==> config.mk <==
export PLATFORM = sky130hd
export DESIGN_NAME = rr_arbiter6_flat
export DESIGN_NICKNAME = d
export VERILOG_FILES = /design/src/rtl/rr_arbiter6_if.sv /design/src/rtl/rr_arbiter6.sv /design/src/flat_wrapper.sv
export SDC_FILE = /design/constraint.sdc
export NUM_CORES = 1
export LEC_CHECK = 0
export CORE_MARGIN = 2
export CORE_UTILIZATION = 56
export CTS_CLUSTER_SIZE = 20
export DETAILED_ROUTE_END_ITERATION = 16
export GPL_TIMING_DRIVEN = 0
export PLACE_DENSITY = 0.82
export SYNTH_ARGS = -nofsm -noshare
export SYNTH_HDL_FRONTEND = slang
export SYNTH_SLANG_ARGS = --single-unit
==> constraint.sdc <==
create_clock -name clk -period 6.2 [get_ports clk]
set_input_delay 0.62 -clock clk [delete_from_list [all_inputs] [get_ports clk]]
set_output_delay 0.62 -clock clk [all_outputs]
set_load 0.02 [all_outputs]
==> src/rtl/rr_arbiter6_if.sv <==
// Bundle of requester lanes, grant outputs and transfer handshake for the
// six-way round-robin arbiter. The producer side of req/lanes is the master;
// the arbiter itself is the slave.
interface rr_arbiter6_if #(
  parameter int WIDTH = 3
);
  logic [WIDTH-1:0] i_0;
  logic [WIDTH-1:0] i_1;
  logic [WIDTH-1:0] i_2;
  logic [WIDTH-1:0] i_3;
  logic [WIDTH-1:0] i_4;
  logic [WIDTH-1:0] i_5;
  logic [5:0]       req;
  logic             out_ready;
  logic [5:0]       sel;
  logic [WIDTH-1:0] out_data;
  logic             out_valid;
  logic [5:0]       ack;
  logic [7:0]       xfer_cnt;

  modport master (
    output i_0, i_1, i_2, i_3, i_4, i_5, req, out_ready,
    input  sel, out_data, out_valid, ack, xfer_cnt
  );

  modport slave (
    input  i_0, i_1, i_2, i_3, i_4, i_5, req, out_ready,
    output sel, out_data, out_valid, ack, xfer_cnt
  );
endinterface

==> src/rtl/rr_arbiter6.sv <==
// Six-lane round-robin arbiter with a registered output lane. One transfer is
// pending at a time; on completion the next winner is chosen in the same edge
// so a continuously requesting set of lanes sees no idle bubble.
module rr_arbiter6 #(
  parameter int WIDTH = 3
) (
  input logic          clk,
  input logic          rst_n,
  rr_arbiter6_if.slave bus
);

  typedef enum logic {
    IDLE = 1'b0,
    BUSY = 1'b1
  } state_t;

  state_t           state_q, state_d;
  logic [5:0]       sel_q, sel_d;
  logic [5:0]       ack_q, ack_d;
  logic [WIDTH-1:0] data_q, data_d;
  logic [7:0]       cnt_q, cnt_d;
  logic [2:0]       last_q, last_d;
  logic [2:0]       gnt_q, gnt_d;
  logic [WIDTH-1:0] lane [6];

  assign lane[0] = bus.i_0;
  assign lane[1] = bus.i_1;
  assign lane[2] = bus.i_2;
  assign lane[3] = bus.i_3;
  assign lane[4] = bus.i_4;
  assign lane[5] = bus.i_5;

  // First set request bit strictly after from_idx, wrapping 5->0. The scan
  // ends on from_idx itself, so a lone requester that just completed wins
  // again. Only meaningful when req is non-zero.
  function automatic logic [2:0] pick(input logic [5:0] r, input logic [2:0] from_idx);
    logic [2:0] idx;
    logic       found;
    pick  = from_idx;
    found = 1'b0;
    idx   = from_idx;
    for (int off = 0; off < 6; off++) begin
      idx = (idx == 3'd5) ? 3'd0 : idx + 3'd1;
      if (!found && r[idx]) begin
        pick  = idx;
        found = 1'b1;
      end
    end
  endfunction

  // Next-state and output-register computation for the IDLE/BUSY machine.
  always_comb begin
    // NOTE: every target gets a default first so no path leaves one unassigned,
    // which is what keeps this block from inferring latches.
    state_d = state_q;
    sel_d   = sel_q;
    ack_d   = '0;
    data_d  = data_q;
    cnt_d   = cnt_q;
    last_d  = last_q;
    gnt_d   = gnt_q;
    case (state_q)
      IDLE: begin
        if (|bus.req) begin
          gnt_d   = pick(bus.req, last_q);
          sel_d   = 6'b000001 << gnt_d;
          data_d  = lane[gnt_d];
          state_d = BUSY;
        end else begin
          sel_d = '0;
        end
      end
      BUSY: begin
        // Requests seen here are only acted upon at completion: no preemption.
        if (bus.out_ready) begin
          ack_d  = sel_q;
          last_d = gnt_q;
          if (cnt_q != 8'hFF) cnt_d = cnt_q + 8'd1;
          if (|bus.req) begin
            gnt_d  = pick(bus.req, gnt_q);
            sel_d  = 6'b000001 << gnt_d;
            data_d = lane[gnt_d];
          end else begin
            sel_d   = '0;
            state_d = IDLE;
          end
        end
      end
      default: begin
        state_d = IDLE;
        sel_d   = '0;
      end
    endcase
  end

  // State and output registers; reset leaves lane 0 with first priority.
  always_ff @(posedge clk or negedge rst_n) begin
    // NOTE: non-blocking assignments here so every flop samples the values
    // from before this edge, independent of statement order.
    if (!rst_n) begin
      state_q <= IDLE;
      sel_q   <= '0;
      ack_q   <= '0;
      data_q  <= '0;
      cnt_q   <= '0;
      last_q  <= 3'd5;
      gnt_q   <= '0;
    end else begin
      state_q <= state_d;
      sel_q   <= sel_d;
      ack_q   <= ack_d;
      data_q  <= data_d;
      cnt_q   <= cnt_d;
      last_q  <= last_d;
      gnt_q   <= gnt_d;
    end
  end

  assign bus.sel       = sel_q;
  assign bus.ack       = ack_q;
  assign bus.out_data  = data_q;
  assign bus.out_valid = (state_q == BUSY);
  assign bus.xfer_cnt  = cnt_q;

endmodule

==> src/flat_wrapper.sv <==
// flat-port wrapper written by rule: the top's interface ports become plain ports
module rr_arbiter6_flat 
#(
  parameter int WIDTH = 3
)
  (clk, rst_n, bus_i_0, bus_i_1, bus_i_2, bus_i_3, bus_i_4, bus_i_5, bus_req, bus_out_ready, bus_sel, bus_out_data, bus_out_valid, bus_ack, bus_xfer_cnt);
  rr_arbiter6_if #(.WIDTH(WIDTH)) bus_i ();
  input logic clk;
  input logic rst_n;
  input wire logic [$bits(bus_i.i_0)-1:0] bus_i_0;
  input wire logic [$bits(bus_i.i_1)-1:0] bus_i_1;
  input wire logic [$bits(bus_i.i_2)-1:0] bus_i_2;
  input wire logic [$bits(bus_i.i_3)-1:0] bus_i_3;
  input wire logic [$bits(bus_i.i_4)-1:0] bus_i_4;
  input wire logic [$bits(bus_i.i_5)-1:0] bus_i_5;
  input wire logic [$bits(bus_i.req)-1:0] bus_req;
  input wire logic [$bits(bus_i.out_ready)-1:0] bus_out_ready;
  output wire logic [$bits(bus_i.sel)-1:0] bus_sel;
  output wire logic [$bits(bus_i.out_data)-1:0] bus_out_data;
  output wire logic [$bits(bus_i.out_valid)-1:0] bus_out_valid;
  output wire logic [$bits(bus_i.ack)-1:0] bus_ack;
  output wire logic [$bits(bus_i.xfer_cnt)-1:0] bus_xfer_cnt;
  assign bus_i.i_0 = bus_i_0;
  assign bus_i.i_1 = bus_i_1;
  assign bus_i.i_2 = bus_i_2;
  assign bus_i.i_3 = bus_i_3;
  assign bus_i.i_4 = bus_i_4;
  assign bus_i.i_5 = bus_i_5;
  assign bus_i.req = bus_req;
  assign bus_i.out_ready = bus_out_ready;
  assign bus_sel = bus_i.sel;
  assign bus_out_data = bus_i.out_data;
  assign bus_out_valid = bus_i.out_valid;
  assign bus_ack = bus_i.ack;
  assign bus_xfer_cnt = bus_i.xfer_cnt;
  rr_arbiter6 #(.WIDTH(WIDTH)) u_core (.clk(clk), .rst_n(rst_n), .bus(bus_i));
endmodule
==> metrics.txt, run 1 <==
Starting Density=0.569; Seq/Total Area, Yosys=0.212; MaxCap Viol Count=0; most common cell after layout, fill and taps aside=nand2_1; first-pass GRT wire length=between 15 and 20 mm; number of diodes=0; # IOs=slightly above 50; HP Class=input pin to asynchronous set/reset pin; Final period util=0.934; HPWL Detailed=between 7 and 8 mm; largest net degree at the start of global routing=31; core area=between 0.006 and 0.007 mm^2; num rows=29; Fill cells=519; crit path from=u_core.gnt_q[1]; Slew Limit Fails=0; Critical Path RT=6.35 ns; wire per inst=17.4 um; synthesized cell area=about 0.0036 mm^2; Slew HR=0.427; R2R Path Start=u_core.gnt_q[1]; Critical Path Sink Type=register; Async SR Flop Fraction=1.00; register area=~750 um^2; area occupied by multi-input gates=roughly 0.0026 mm^2; Post-CTS Setup Inserts=0; status=complete, no violations; placed cell area=between 0.004 and 0.005 mm^2; Die Ht=83.7 um; EDFF count, synth=0; vias per cell=6.55; die area=~0.007 mm^2; Final Setup Violations=0; YS warnings=0; clock sink count=30; fmax=approximately 170 MHz; final instance area=0.00424 mm^2; IO Port Bufs=between 40 and 50; TritonCTS clock tree=done; H-tree levels=2; CTS Buf Count=5; Vias=roughly 3800; Iter 0 DRT Violations=193; grt ovf=0; Syn Inst Count=448; Worst Skew=~0.0043 ns; Root Buffer=clkbuf_8; Final min period=between 5 and 6 ns; RSZ-0062 raised after global routing=no; final setup TNS=0 ns; Startpoint Class=register; Syn Nets=484; number of register bits inferred by synthesis=30; Synth cell types=just under 80; Final ANT Viol Nets=0; CP max FO=10; hold_ws=between 0.3 and 0.4 ns; DRT Wirelength=~10 mm; Syn-to-layout area delta=19.2%; WS Path Type=register to register; Critical Path AT=5.94 ns; gr usage total=0.283; Pre-antenna DRT Iters=5; number of remaining DRC errors=0; Worst-Skew Late Latency=about 0.28 ns; gpl congestion=about 0.95; commonest non-fill, non-tap cells in the layout=nand2_1, clkdlybuf4s50_1, mux2i_1; ratio of cells with drive above 1 in the final layout=0.0915; Clock Path Buffers=2; antenna violations before repair=0; Worst-Margin Slew=~0.84 ns; Synth Flop Type=dfrtp_1; Clock transition at path regs=about 0.06 ns; overall die width=~84 um; Nets=approximately 540; vias in the first global route=approximately 3600; final hold violations=0; Mean Syn Cell Area=around 7.9 um^2
-- what timing repair did --
item,in CTS,in global routing
hold buffers,0,0
gates resized for setup,0,5
endpoints found under the setup margin,0,5
-- critical path, stage by stage (launching register included) --
cell and delay, ns:
dfrtp_1 0.50, buf_2 0.26, clkbuf_1 0.38, nor2_1 0.11, a21oi_1 0.32, ha_1 0.38, a31oi_1 0.32, a21o_1 0.23
ha_1 0.16, and3_1 0.20, inv_1 0.08, ha_1 0.38, nand2_1 0.07, o22ai_1 0.20, o22ai_1 0.12, mux2i_1 0.26
a21oi_1 0.12, o21ai_1 0.30, xnor2_1 0.20, clkbuf_4 0.28, mux2i_1 0.21, mux2i_1 0.11, a221oi_1 0.31, a31oi_1 0.14
-- worst paths after layout --
check / slack (ns) / end / depth (start not counted)
setup / recovery: 0.41 / u_core.bus.out_data[2] / 23
hold / removal: 0.36 / u_core.bus.xfer_cnt[1] / 1
setup reg to reg: 0.41 / u_core.bus.out_data[2] / 23
hold reg to reg: 0.49 / u_core.bus.xfer_cnt[6] / 1
max in group asynchronous: 5.41 / u_core.gnt_q[0] / 1
min in group clk: 0.49 / u_core.bus.xfer_cnt[6] / 1
-- synth_stat cells (3+ instances only) --
cell | number | area [um^2]
nor2b_1 | 7 | 43.8
inv_1 | 17 | 63.8
o211a_1 | 5 | 50.1
a31oi_1 | 9 | 56.3
and3_1 | 11 | 68.8
dfrtp_1 | 28 | 701
nand3_1 | 15 | 75.1
nor2_1 | 25 | 93.8
o31ai_1 | 3 | 22.5
nor4_1 | 5 | 31.3
nand2_1 | 52 | 195
or3_1 | 3 | 18.8
mux2_2 | 10 | 113
nand2b_1 | 10 | 62.6
o21ai_0 | 22 | 110
nand4b_1 | 3 | 26.3
and2_1 | 8 | 50.1
o32ai_1 | 3 | 26.3
a21oi_1 | 16 | 80.1
mux2i_1 | 34 | 340
xor2_1 | 3 | 26.3
clkbuf_1 | 14 | 52.6
o211ai_1 | 6 | 45.0
a21o_1 | 7 | 52.6
a22oi_1 | 4 | 30.0
o21a_1 | 5 | 37.5
or4_1 | 4 | 30.0
ha_1 | 9 | 113
a21boi_0 | 4 | 30.0
o2111ai_1 | 4 | 35.0
nor3_1 | 9 | 45.0
buf_2 | 10 | 50.1
a32oi_1 | 3 | 26.3
nand4_1 | 9 | 56.3
a221oi_1 | 3 | 26.3
a22o_1 | 5 | 43.8
xnor2_1 | 8 | 70.1
o22ai_1 | 6 | 37.5
-- routing by layer --
layer / part of all wire / GRT usage / up-vias
met1: 0.43 / 0.377 / 1808
li1: - / - / 1813
met5: 0 / 0 / -
met3: 0.066 / 0.0336 / 21
met2: 0.49 / 0.490 / 155
met4: 0.019 / 0.0689 / 0
-- state kept, by name, indices dropped and copies added, names as in the netlist --
name and count:
u_core.bus.sel 6, u_core.bus.out_valid 1, u_core.bus.ack 6, u_core.gnt_q 3, u_core.bus.xfer_cnt 8, u_core.bus.out_data 3, u_core.last_q 3
-- area by class of cell --
| type | count | share of cell area |
|---|---|---|
| clock buffers | 5 | 0.0162 |
| repair buffers | 48 | 0.112 |
| plain buffers | 26 | 0.0290 |
| well taps | 77 | 0.0227 |
| multi-input cells | 373 | 0.617 |
| inverters | 18 | 0.0160 |
| clock inverters | 3 | 0.00945 |
| flip-flops and latches | 30 | 0.178 |
-- stage by stage --
stage / utilization / setup WS, ns / std cells
floorplan: - / 1.30 / 448
global placement: 0.662 / 0.469 / 573
detailed placement: 0.662 / 0.327 / 573
CTS: 0.679 / 0.292 / 581
global route: 0.679 / 0.0245 / 580
finish: 0.679 / 0.410 / 580
-- cell families (layout without fill, tap and decap cells) --
group / after synthesis / in the layout / share of synthesized area
flip-flops: 30 / 30 / 0.212
AND/OR/NAND/NOR: 177 / 177 / 0.270
multiplexers: 46 / 46 / 0.137
buffers and inverters: 45 / 100 / 0.0532
AO/OA/AOI/OAI: 129 / 129 / 0.266
XOR/XNOR: 11 / 11 / 0.0271
adder cells (fa/ha/maj): 10 / 10 / 0.0345
Power of run 1 is not shown: default switching activity piles up to over one toggle a cycle in this logic, so the estimate is an artifact.
==> run 2, diff against run 1 <==
--- a/config.mk
+++ b/config.mk
@@ -14,3 +14,4 @@
 export SYNTH_ARGS = -nofsm -noshare
 export SYNTH_HDL_FRONTEND = slang
 export SYNTH_SLANG_ARGS = --single-unit
+export TNS_END_PERCENT = 1
==> results of run 2 <==
Final layout, timing and power as in run 1 (identical DEF).
Power of run 2 is left out for the same reason.
